==> src/rtl/video_pkg.sv <==
`default_nettype none
// ============================================================================
//  Module      : video_pkg
//  Description : Shared types and constants for the video stream arbiter and
//                the video effects IP (FSM states, pixel width, source ids).
//  Revision    : 1.0 - initial release
// ============================================================================
package video_pkg;

    // Pixel width for RGB565 video
    localparam int PIX_W = 16;

    // Source indices on the arbiter inputs
    localparam logic SRC_CAMERA = 1'b0;
    localparam logic SRC_SDCARD = 1'b1;

    // Frame-tracking states of the arbiter
    typedef enum logic [1:0] {
        IDLE   = 2'd0,
        SEEK   = 2'd1,
        STREAM = 2'd2
    } arb_state_t;

endpackage : video_pkg
`default_nettype wire

==> src/rtl/video_st_out_reg.sv <==
`default_nettype none
// ============================================================================
//  Module      : video_st_out_reg
//  Description : Single-register Avalon-ST output stage. When load is high the
//                register takes the offered beat, or empties if none is
//                offered. Data is held while the stage is not loading.
//  Revision    : 1.0 - initial release
// ============================================================================
module video_st_out_reg #(
    parameter int DATA_W = 16
) (
    input  logic              clk,
    input  logic              reset,
    input  logic              load,
    input  logic              in_valid,
    input  logic              in_sop,
    input  logic              in_eop,
    input  logic [DATA_W-1:0] in_data,
    output logic              out_valid,
    output logic              out_sop,
    output logic              out_eop,
    output logic [DATA_W-1:0] out_data
);

    logic              r_valid;
    logic              r_sop;
    logic              r_eop;
    logic [DATA_W-1:0] r_data;

    // Output register: refill or empty on load, hold otherwise
    always_ff @(posedge clk) begin
        if (reset) begin
            r_valid <= 1'b0;
            r_sop   <= 1'b0;
            r_eop   <= 1'b0;
            r_data  <= '0;
        end else if (load) begin
            r_valid <= in_valid;
            r_sop   <= in_valid & in_sop;
            r_eop   <= in_valid & in_eop;
            if (in_valid) begin
                r_data <= in_data;
            end
        end
    end

    assign out_valid = r_valid;
    assign out_sop   = r_sop;
    assign out_eop   = r_eop;
    assign out_data  = r_data;

endmodule : video_st_out_reg
`default_nettype wire

==> src/rtl/video_stream_arbiter.sv <==
`default_nettype none
// ============================================================================
//  Module      : video_stream_arbiter
//  Description : Frame-aware 2:1 Avalon-ST arbiter (camera / SD card) in front
//                of the video effects IP. Source changes and pause take effect
//                only on frame boundaries, so every forwarded frame starts
//                with startofpacket. Reports completed frames and protocol
//                errors.
//  Config      : VIDEO_ARB_DRAIN_EN - when defined, the unselected input (and
//                the selected input while idle) is held ready and its beats
//                are discarded; otherwise those inputs are backpressured.
//  Revision    : 1.0 - initial release
// ============================================================================
module video_stream_arbiter
    import video_pkg::*;
#(
    parameter int DATA_W = PIX_W,
    parameter int CNT_W  = 16
) (
    input  logic              clk,
    input  logic              reset,
    input  logic              src_sel,
    input  logic              pause_req,
    input  logic              valid_in0,
    input  logic              startofpacket_in0,
    input  logic              endofpacket_in0,
    input  logic [DATA_W-1:0] data_in0,
    output logic              ready_out0,
    input  logic              valid_in1,
    input  logic              startofpacket_in1,
    input  logic              endofpacket_in1,
    input  logic [DATA_W-1:0] data_in1,
    output logic              ready_out1,
    output logic              valid_out,
    output logic              startofpacket_out,
    output logic              endofpacket_out,
    output logic [DATA_W-1:0] data_out,
    input  logic              ready_in,
    output logic              active_src,
    output logic              busy,
    output logic [CNT_W-1:0]  frame_cnt,
    output logic              frame_err
);

`ifdef VIDEO_ARB_DRAIN_EN
    // Parked inputs are drained so upstream never stalls
    localparam logic c_park_ready = 1'b1;
`else
    // Parked inputs are backpressured so no data is lost
    localparam logic c_park_ready = 1'b0;
`endif

    arb_state_t        r_state;
    logic              r_active_src;
    logic              r_busy;
    logic [CNT_W-1:0]  r_frame_cnt;
    logic              r_frame_err;

    logic              w_load;
    logic              w_sel_valid;
    logic              w_sel_sop;
    logic              w_sel_eop;
    logic [DATA_W-1:0] w_sel_data;
    logic              w_sel_ready;
    logic              w_acc;
    logic              w_fwd;

    // Output stage can take a beat when downstream drains it or it is empty
    assign w_load = ready_in | ~valid_out;

    // Route the selected source to the arbitration logic
    assign w_sel_valid = (r_active_src == SRC_SDCARD) ? valid_in1         : valid_in0;
    assign w_sel_sop   = (r_active_src == SRC_SDCARD) ? startofpacket_in1 : startofpacket_in0;
    assign w_sel_eop   = (r_active_src == SRC_SDCARD) ? endofpacket_in1   : endofpacket_in0;
    assign w_sel_data  = (r_active_src == SRC_SDCARD) ? data_in1          : data_in0;

    // Selected input follows the output stage, except while idle
    assign w_sel_ready = (r_state == IDLE) ? c_park_ready : w_load;

    assign ready_out0 = (r_active_src == SRC_CAMERA) ? w_sel_ready : c_park_ready;
    assign ready_out1 = (r_active_src == SRC_SDCARD) ? w_sel_ready : c_park_ready;

    // Beats drained while idle are not acceptances of the frame tracker
    assign w_acc = w_sel_valid & w_load & (r_state != IDLE);

    // While seeking only a start-of-frame beat is passed on
    assign w_fwd = w_acc & ((r_state == STREAM) | w_sel_sop);

    video_st_out_reg #(
        .DATA_W (DATA_W)
    ) u_out_reg (
        .clk       (clk),
        .reset     (reset),
        .load      (w_load),
        .in_valid  (w_fwd),
        .in_sop    (w_sel_sop),
        .in_eop    (w_sel_eop),
        .in_data   (w_sel_data),
        .out_valid (valid_out),
        .out_sop   (startofpacket_out),
        .out_eop   (endofpacket_out),
        .out_data  (data_out)
    );

    // Frame tracker: source/pause latching, frame counting and error pulses
    always_ff @(posedge clk) begin
        if (reset) begin
            r_state      <= IDLE;
            r_busy       <= 1'b0;
            r_active_src <= SRC_CAMERA;
            r_frame_cnt  <= '0;
            r_frame_err  <= 1'b0;
        end else begin
            r_frame_err <= 1'b0;
            case (r_state)
                IDLE: begin
                    if (!pause_req) begin
                        r_state      <= SEEK;
                        r_active_src <= src_sel;
                    end
                end
                SEEK: begin
                    if (w_acc) begin
                        if (w_sel_sop && w_sel_eop) begin
                            // Single-beat frame: complete on arrival
                            r_frame_cnt <= r_frame_cnt + CNT_W'(1);
                        end else if (w_sel_sop) begin
                            r_state <= STREAM;
                            r_busy  <= 1'b1;
                        end else if (w_sel_eop) begin
                            // End of a frame whose start was never seen
                            r_frame_err <= 1'b1;
                        end
                    end
                end
                STREAM: begin
                    if (w_acc) begin
                        if (w_sel_sop) begin
                            // New frame started before the old one ended
                            r_frame_err <= 1'b1;
                        end else if (w_sel_eop) begin
                            r_frame_cnt  <= r_frame_cnt + CNT_W'(1);
                            r_active_src <= src_sel;
                            r_busy       <= 1'b0;
                            r_state      <= pause_req ? IDLE : SEEK;
                        end
                    end
                end
                default: begin
                    r_state <= IDLE;
                    r_busy  <= 1'b0;
                end
            endcase
        end
    end

    assign active_src = r_active_src;
    assign busy       = r_busy;
    assign frame_cnt  = r_frame_cnt;
    assign frame_err  = r_frame_err;

endmodule : video_stream_arbiter
`default_nettype wire
==> config.mk <==
export PLATFORM = sky130hd
export DESIGN_NAME = video_stream_arbiter
export DESIGN_NICKNAME = d
export VERILOG_FILES = /design/src/rtl/video_pkg.sv /design/src/rtl/video_st_out_reg.sv /design/src/rtl/video_stream_arbiter.sv
export SDC_FILE = /design/constraint.sdc
export NUM_CORES = 1
export LEC_CHECK = 0
export CAP_MARGIN = 20
export CORE_ASPECT_RATIO = 1.75
export CORE_MARGIN = 4
export CORE_UTILIZATION = 41
export DETAILED_ROUTE_END_ITERATION = 8
export PLACE_DENSITY = 0.74
export SLEW_MARGIN = 25
export SYNTH_ARGS = -nofsm -noshare
export SYNTH_HDL_FRONTEND = slang
export SYNTH_HIERARCHICAL = 1
export SYNTH_SLANG_ARGS = --single-unit
==> constraint.sdc <==
create_clock -name clk -period 1.8 [get_ports clk]
set_input_delay 0.36 -clock clk [delete_from_list [all_inputs] [get_ports clk]]
set_output_delay 0.36 -clock clk [all_outputs]
set_load 0.05 [all_outputs]
=== Word level (Yosys, flattened, before mapping) ===
Index checks and enable logic that the tools add are counted.

* Register bits: 40

* Reduce and logical (&&, ||, !) cells: 10
* Mux-type cells: 41
* Bitwise gates (word level): 9
* Equality and inequality tests: 10
* $add $sub $neg: 1

{| class="wikitable"
|+ Operator list
! kind !! count
|-
| two-way mux 16 bit || 6
|-
| one-hot mux 16 bit (2 select lines) || 1
|-
| two-way mux 1 bit || 23
|-
| adder 16 x 1 -> 16 bit (second input constant) || 1
|-
| two-way mux 2 bit || 7
|-
| AND reduction 7 bit || 2
|-
| != test 2 bit (second input constant) || 6
|-
| one-hot mux 2 bit (3 select lines) || 1
|-
| AND reduction 6 bit || 1
|-
| nonzero test 2 bit || 3
|-
| AND 1 bit || 5
|-
| AND reduction 5 bit || 1
|-
| != test 2 x 1 -> 1 bit (second input constant) || 2
|-
| one-hot mux 1 bit (2 select lines) || 2
|-
| one-hot mux 1 bit (3 select lines) || 1
|-
| equality test 2 x 1 -> 1 bit (second input constant) || 1
|-
| equality test 2 bit (second input constant) || 1
|-
| zero test 2 bit || 1
|-
| NOT 1 bit || 2
|-
| bitwise OR 1 bit || 2
|-
| AND reduction 2 bit || 1
|-
| logical AND 1 bit || 1
|}

=== Logic depth before layout (Yosys ltp) ===
Gate-level depths: netlist of the first run.

* Word-level depth: 6
* Gate-level depth with buffers: 9
* Depth with buffers taken out: 7

=== Cells and area by module ===
The synthesis of the first run kept the hierarchy.

{| class="wikitable"
|+ Modules (own cells, without submodules)
! module !! cells an instance !! area an instance (µm²) !! times used
|-
| video_stream_arbiter || 179 || 1,567.8 || 1
|-
| video_st_out_reg || 85 || 875.8 || 1
|}

=== Worst setup path before layout of the first run ===
OpenSTA, ideal clock, no wires.

* Kind: register -> output
* From: register r_active_src, in the netlist active_src
* To: output port ready_out0
* Buffers on the path: 3
* Arrival: 2,343 ps
* Setup slack: -903 ps
* Cell stages (with the launch flop): 5
* Required time: 1,440 ps
* Path through: dfxtp_1 buf_6 clkbuf_1 clkbuf_1 nor3b_1

* Longest elaborated chain between the ends: 1

{| class="wikitable"
|+ Ends and longest elaborated chain
! element !! RTL line !! text
|-
| start: declaration || video_stream_arbiter.sv:54 || <nowiki>logic r_active_src;</nowiki>
|-
| start signal: assignment || video_stream_arbiter.sv:119 || <nowiki>r_active_src <= src_sel;</nowiki>
|-
| start signal: assignment || video_stream_arbiter.sv:143 || <nowiki>r_active_src <= src_sel;</nowiki>
|-
| two-way mux 1 bit || video_stream_arbiter.sv:80 || <nowiki>assign ready_out0 = (r_active_src == SRC_CAMERA) ? w_sel_ready : c_park_ready;</nowiki>
|-
| end: declaration || video_stream_arbiter.sv:28 || <nowiki>output logic ready_out0,</nowiki>
|}

No other way between the ends.

=== Final worst setup path of the first run ===
* From: register r_state[0]
* To: output port ready_out0

* Longest elaborated chain between the ends: 3

{| class="wikitable"
|+ Ends and longest elaborated chain
! element !! RTL line !! text
|-
| start: declaration || video_stream_arbiter.sv:53 || <nowiki>arb_state_t r_state;</nowiki>
|-
| start signal: assignment || video_stream_arbiter.sv:145 || <nowiki>r_state <= pause_req ? IDLE : SEEK;</nowiki>
|-
| zero test 2 bit || video_stream_arbiter.sv:78 || <nowiki>assign w_sel_ready = (r_state == IDLE) ? c_park_ready : w_load;</nowiki>
|-
| two-way mux 1 bit || video_stream_arbiter.sv:78 ||
|-
| two-way mux 1 bit || video_stream_arbiter.sv:80 ||
|}

No other way between the ends.

==> out/results.ini, run 1 <==
[outcome]
status=finished with violations
violations=negative setup slack

[clocking]
clk_pin_slew_ns=0.08
clock_latency_ns=0.30
cts_sinks=40
clk_root_buffer_cell=clkbuf_8
cts_buffers=5
tritoncts=yes
clockBufferDepth=2
h-tree-depth=2

[final_layout]
drive_gt1_frac=0.488
finalCoreUtilization=0.684
fin_cells=453
diodes=0
areaGrowthSynthToFinish_pct=63.2
fin_nets=422
fin_area_mm2=0.00399

[detailed_routing]
vias_per_cell=5.42
ant_nets=0
drt-initial-drc-count=97
drt_wl_total_um=7340
first_pass_iters=4
drc_errors=0
vias=2456
post_drt_wl_per_cell_um=16.2

[power]
p_clk_frac=0.280
cellInternalPower_w=0.00191
pwr-share-comb=0.384
leakage_nw=1.61
switching_power_w=0.000929
swShare=0.327
seq_power_share=0.336
p_per_area_mw_per_mm2=713
irDropWorstVdd_uv=479

[worst_setup_path]
cp-start-kind=flop
cp.required_ns=1.44
rrSetupSlack_ns=0
crit_arrival_ns=1.47
cp_max_fo=2
crit_type=flop to primary output
setup.worst_path.start=r_state[0]$_SDFFE_PP0P_
end_kind=primary output
timing.rr.start=active_src$_SDFFE_PP0P_

[timing]
rsz0062_at_grt=true
finalSetupTns_ns=-0.0434
fin_crit_ns=1.83
max_slew_margin=0.491
clock_skew_ns=0.00800
fin_crit_sh=1.02
fmax_mhz=546
slew_violations=0
setup_viol=2
final-hold-violation-count=0
worst_slack_ns=-0.0306
tightest_slew_ns=0.764

[die]
rows=37
core_area_mm2=0.00583
io_pins=83
die_area_mm2=0.00731
die_x_um=66.4
initial_core_util=0.419
die_y_um=110

[synth]
synthArstFlopShare=0
synth_area_mm2=0.00244
synthCells=264
synth.most_common_cell=dfxtp_1
synth_seq_cells=40
synth_area_leaders=dfxtp_1 33%, mux2_2 12%, nand3_1 5.5%
synth-main-ff-cell=dfxtp_1
synth-edff-count=0
synth.top_cell.area_share=0.328
avgSynthCellArea_um2=9.26
synth_commonest_cells=40 x dfxtp_1, 27 x nand3_1, 26 x mux2_2, 15 x a21oi_1, 13 x nor2_1
synth_nets=312
ys_warn_count=6
yosysUniqueCellTypes=48
ys_seq_area_frac=0.328
netlist.top_cell.by_area=dfxtp_1

[global_routing]
grt-ovfl-total=0
grt_usage=0.195
grt_pass1_vias=2412
grt_max_degree=39
grt_pass1_wl_um=11100
antenna_found_initial=0

[min_path]
hold_class=flop to flop
min_from=u_out_reg/out_eop$_SDFFE_PP0P_

[place]
place_ws_ns=-0.367
gp_congestion=0.870
port_buffers=82
placed_cell_area_mm2=0.00347
place.detailed.hpwl_um=4940
placed_cells=434

[job]
max_cap_violations=0

## what timing repair did
| action | in CTS | in global routing |
|---|---|---|
| resized for setup | 25 | 41 |
| hold buffers | 0 | 0 |
| gates cloned | 1 | 2 |
| setup buffers | 5 | 3 |
| setup endpoints to repair | 25 | 29 |
| pin swaps | 5 | 15 |
## worst paths after layout
path                            depth (start not counted)                              to
worst max-delay path                                    6                      ready_out0
worst min-delay path                                    2  u_out_reg/out_eop$_SDFFE_PP0P_
worst max register to register                          5       frame_cnt[2]$_SDFFE_PP0P_
worst min register to register                          2  u_out_reg/out_eop$_SDFFE_PP0P_
## per-layer routing
layer	GRT usage	vias to the layer above	share of wire
li1	-	1202	-
met2	0.380	80	0.55
met4	0.0770	0	0.022
met5	0	-	0
met1	0.192	1160	0.38
met3	0.0446	14	0.055
## registers in the layout (all words and copies together), names as in the netlist
| register | cells |
|---|---|
| frame_err | 1 |
| r_state | 2 |
| busy | 1 |
| active_src | 1 |
| u_out_reg/out_sop | 1 |
| u_out_reg/out_data | 16 |
| u_out_reg/out_eop | 1 |
| u_out_reg/out_valid | 1 |
| frame_cnt | 16 |
## critical path: stages, from the launching register on
cell and delay (ns):
dfxtp_4 0.38, inv_4 0.05, buf_6 0.11, ha_4 0.16
buf_6 0.12, nor3b_4 0.20, buf_12 0.16
## power groups by stage
stage | Combinational (W) | Sequential, W | Clock, W
after floorplan | 0.000460 | 0.00107 | 0
after global placement | 0.000886 | 0.000968 | 0
after detailed placement | 0.000896 | 0.000970 | 0
after CTS | 0.00101 | 0.000951 | 0.000807
after global routing | 0.00116 | 0.000960 | 0.000847
final | 0.00109 | 0.000955 | 0.000796
## placed cells by master (no fill, tap or decap), types with 4 or more instances in the layout
master and count:
nand3_1 27, nor2b_1 8, dfxtp_1 33, nor4_4 5, or4_4 4, a21oi_1 8, nand2b_1 5, clkbuf_8 6
buf_12 5, buf_4 68, nand2_1 6, nor2_1 11, buf_6 6, mux2_2 19, a21bo_1 11, dfxtp_2 5
a21oi_2 18, inv_1 4, o31ai_1 5, mux2_4 8, o21ai_0 4, clkdlybuf4s50_1 37, a21bo_2 5
## stage by stage
| step | hold WS, ns | total power [W] |
|---|---|---|
| finish | 0.487 | 0.00284 |
| global placement | 0.468 | 0.00185 |
| global route | 0.532 | 0.00297 |
| floorplan | 0.489 | 0.00153 |
| CTS | 0.489 | 0.00277 |
| detailed placement | 0.475 | 0.00187 |
## kinds of logic (layout without fill, tap and decap cells)
| group | count (synthesis) | count (layout) | share of synthesized area |
|---|---|---|---|
| adders and majority gates | 5 | 5 | 0.0256 |
| DFF | 40 | 40 | 0.328 |
| muxes | 30 | 30 | 0.140 |
| buffers and inverters | 28 | 138 | 0.0712 |
| AOI/OAI and AO/OA | 63 | 63 | 0.201 |
| and+or+nand+nor | 98 | 99 | 0.235 |
## layout make-up
| type | count | area [µm²] |
|---|---|---|
| flip-flops and latches | 40 | 815 |
| fillers | 470 | 1850 |
| multi-input cells | 197 | 1780 |
| clock buffers | 6 | 82.6 |
| well taps | 78 | 97.6 |
| inverters | 7 | 32.5 |
| repair buffers | 123 | 1150 |
| clock inverters | 2 | 38.8 |
Note: power is estimated with default switching activity, not from simulation.
==> run 2, diff against run 1 <==
CAP_MARGIN = 40   (was 20)
==> results of run 2 <==
No change in the layout: final DEF, timing and power equal those of run 1.
==> run 3, diff against run 2 <==
CORE_ASPECT_RATIO = 1.5   (was 1.75)
==> run 3 against run 2 <==
- the flow still finishes with violations (negative setup slack)
- global-route usage shrank 1.9 points
- clock skew hardly changed
- wire length rose by 0.53%
- via count up 1.5%
- sequential power barely moved
- combinational power is 7% higher
- die area decreased by 0.32%
- register-to-register slack lost 0.06 ns
- first-iteration DRC count increased by 49%
- count of clock-buffer cells in the layout rose by 1
- critical path type is now flop to flop
- critical endpoint is now frame_cnt[3]$_SDFFE_PP0P_
- largest power group unchanged
==> out/results.ini, run 3 (same netlist as run 1, synthesis figures left out) <==
[outcome]
status=finished with violations
violations=negative setup slack

[timing]
max_slew_margin=0.512  ; +0.0209
final-hold-violation-count=0  ; unchanged
fin_crit_sh=1.03  ; +0.0164
rsz0062_at_grt=true
fin_crit_ns=1.86  ; +0.0295 ns
setup_viol=14  ; +12
worst_slack_ns=-0.0601  ; -0.0295 ns
finalSetupTns_ns=-0.398  ; -0.354 ns
slew_violations=0  ; unchanged
tightest_slew_ns=0.732  ; -0.0314 ns
fmax_mhz=538  ; -1.6%
clock_skew_ns=0.00816  ; +0.000166 ns

[final_layout]
multiInputGateArea_mm2=0.00178  ; +0.49%
areaGrowthSynthToFinish_pct=68.0
fin_nets=433  ; +2.6%
fin_area_mm2=0.00411  ; +2.9%
drive_gt1_frac=0.490  ; +0.00164
layout_common_cells=71 x buf_4, 38 x clkdlybuf4s50_1, 33 x dfxtp_1
finalCoreUtilization=0.710  ; +0.0259
fillers=419  ; -11%
diodes=0  ; unchanged
layout_commonest_cell=buf_4
regArea_um2=815  ; unchanged

[clocking]
cts_sinks=40  ; unchanged
cts_hold_buf=0  ; unchanged
tritoncts=yes
h-tree-depth=2  ; unchanged
clockBufferDepth=2  ; unchanged
clk_pin_slew_ns=0.08  ; about the same
clk_root_buffer_cell=clkbuf_8
clock_latency_ns=0.30  ; about the same
cts_buffers=5  ; unchanged

[job]
max_cap_violations=0  ; unchanged

[place]
port_buffers=82  ; unchanged
placed_cell_area_mm2=0.00348  ; +0.29%
place_ws_ns=-0.354  ; +0.0132 ns
gp_congestion=0.806  ; -7.3%
place.detailed.hpwl_um=4560  ; -7.7%

[detailed_routing]
drt_wl_total_um=7380  ; +0.53%
vias=2493  ; +1.5%
first_pass_iters=4  ; unchanged
drt-initial-drc-count=145  ; +49%
ant_nets=0  ; unchanged
drc_errors=0  ; unchanged
vias_per_cell=5.44  ; +0.40%
post_drt_wl_per_cell_um=16.1  ; -0.57%

[global_routing]
grt-ovfl-total=0  ; unchanged
grt_max_degree=38  ; -2.6%
grt_pass1_wl_um=10400  ; -6.3%
grt_usage=0.176  ; -0.0190
antenna_found_initial=0  ; unchanged
grt_pass1_vias=2267  ; -6.0%

[die]
die_x_um=71.0  ; +7.0%
die_y_um=103  ; -6.9%
die_area_mm2=0.00728  ; -0.32%
io_pins=83  ; unchanged
core_area_mm2=0.00579  ; -0.82%
initial_core_util=0.422  ; +0.00344
rows=34  ; -8.1%

[worst_setup_path]
critical_path_buf_inv_count=2  ; -2
path_cells=inv_2 -> ha_2 -> nor2b_4 -> mux2i_4 -> buf_12 -> or4_1 -> a21oi_1
crit_arrival_ns=2.08  ; +0.61 ns
critPathMaxStageDelay_ns=0.49  ; +0.11 ns
setup.worst_path.start=r_state[1]$_SDFFE_PP0P_
reg2reg_to=frame_cnt[3]$_SDFFE_PP0P_
critical_path_depth=7  ; +1
timing.rr.start=r_state[1]$_SDFFE_PP0P_
end_kind=flop
cp_slowest_cell=or4_1
critPathTopFamily=simple AND/OR/NAND/NOR gates
cp_max_fo=6  ; +4
rrSetupSlack_ns=-0.06  ; -0.06 ns
rr_worst_depth=7  ; +2
crit_type=flop to flop
cp.required_ns=2.02  ; +0.58 ns
cp-endpoint=frame_cnt[3]$_SDFFE_PP0P_
cp-start-kind=flop

[power]
leakage_nw=1.71  ; +6.0%
irDropWorstVdd_uv=450  ; -6.2%
p_per_area_mw_per_mm2=685  ; -4.0%

[min_path]
hold_class=flop to flop
hold_depth=2  ; unchanged

-- run 3: report_power, final --
part,leakage (nW),internal (W),switching [W]
clock network,0.0534,0.000356,0.000336
logic,1.33,0.000588,0.000578
registers,0.327,0.000923,0.0000304
total,1.71,0.00187,0.000944
-- run 3: repair_timing --
action                     CTS  global route
pin swaps                    2            13
cloned                       0             9
resized for setup           18            43
setup endpoints to repair   18            36
buffers inserted             4             7
-- run 3: per-layer routing --
metal	GRT usage	vias up	wire (µm)	part of all wire
li1	-	1222	-	-
met1	0.207	1156	2790	0.38
met2	0.311	97	3900	0.53
met3	0.0410	18	494	0.067
met4	0.0666	0	184	0.025
met5	0	-	0	0
-- run 3: area by class of cell --
type,instances,share of cell area
clock inverters,1,0.00122
inverters,7,0.00671
repair buffers,133,0.313
multi-input cells,198,0.435
clock buffers,7,0.0238
well taps,72,0.0219
flip-flops and latches,40,0.198
-- run 3: through the flow --
step,power (W),hold WS [ns],std cells
3_5_place_dp,0.00187,0.469,430
4_1_cts,0.00262,0.484,442
3_3_place_gp,0.00186,0.460,430
2_1_floorplan,0.00153,0.489,264
5_1_grt,0.00294,0.516,458
6_report,0.00281,0.490,458
-- run 3: how the worst min path moves through the flow --
stage / from / end / slack (ns)
after detailed placement: u_out_reg/out_sop$_SDFFE_PP0P_ / u_out_reg/out_sop$_SDFFE_PP0P_ / 0.47
final: u_out_reg/out_eop$_SDFFE_PP0P_ / u_out_reg/out_eop$_SDFFE_PP0P_ / 0.49
after floorplan: r_state[0]$_SDFFE_PP0P_ / r_state[0]$_SDFFE_PP0P_ / 0.49
after global placement: u_out_reg/out_eop$_SDFFE_PP0P_ / u_out_reg/out_eop$_SDFFE_PP0P_ / 0.46
after CTS: u_out_reg/out_sop$_SDFFE_PP0P_ / u_out_reg/out_sop$_SDFFE_PP0P_ / 0.48
after global routing: u_out_reg/out_eop$_SDFFE_PP0P_ / u_out_reg/out_eop$_SDFFE_PP0P_ / 0.52
-- run 3: tightest hold or removal path: cells and delay by family (launching register included) --
kind	cells	cell delay (ns)
AOI/OAI and AO/OA	1	0.05
and+or+nand+nor	1	0.08
DFF	1	0.31
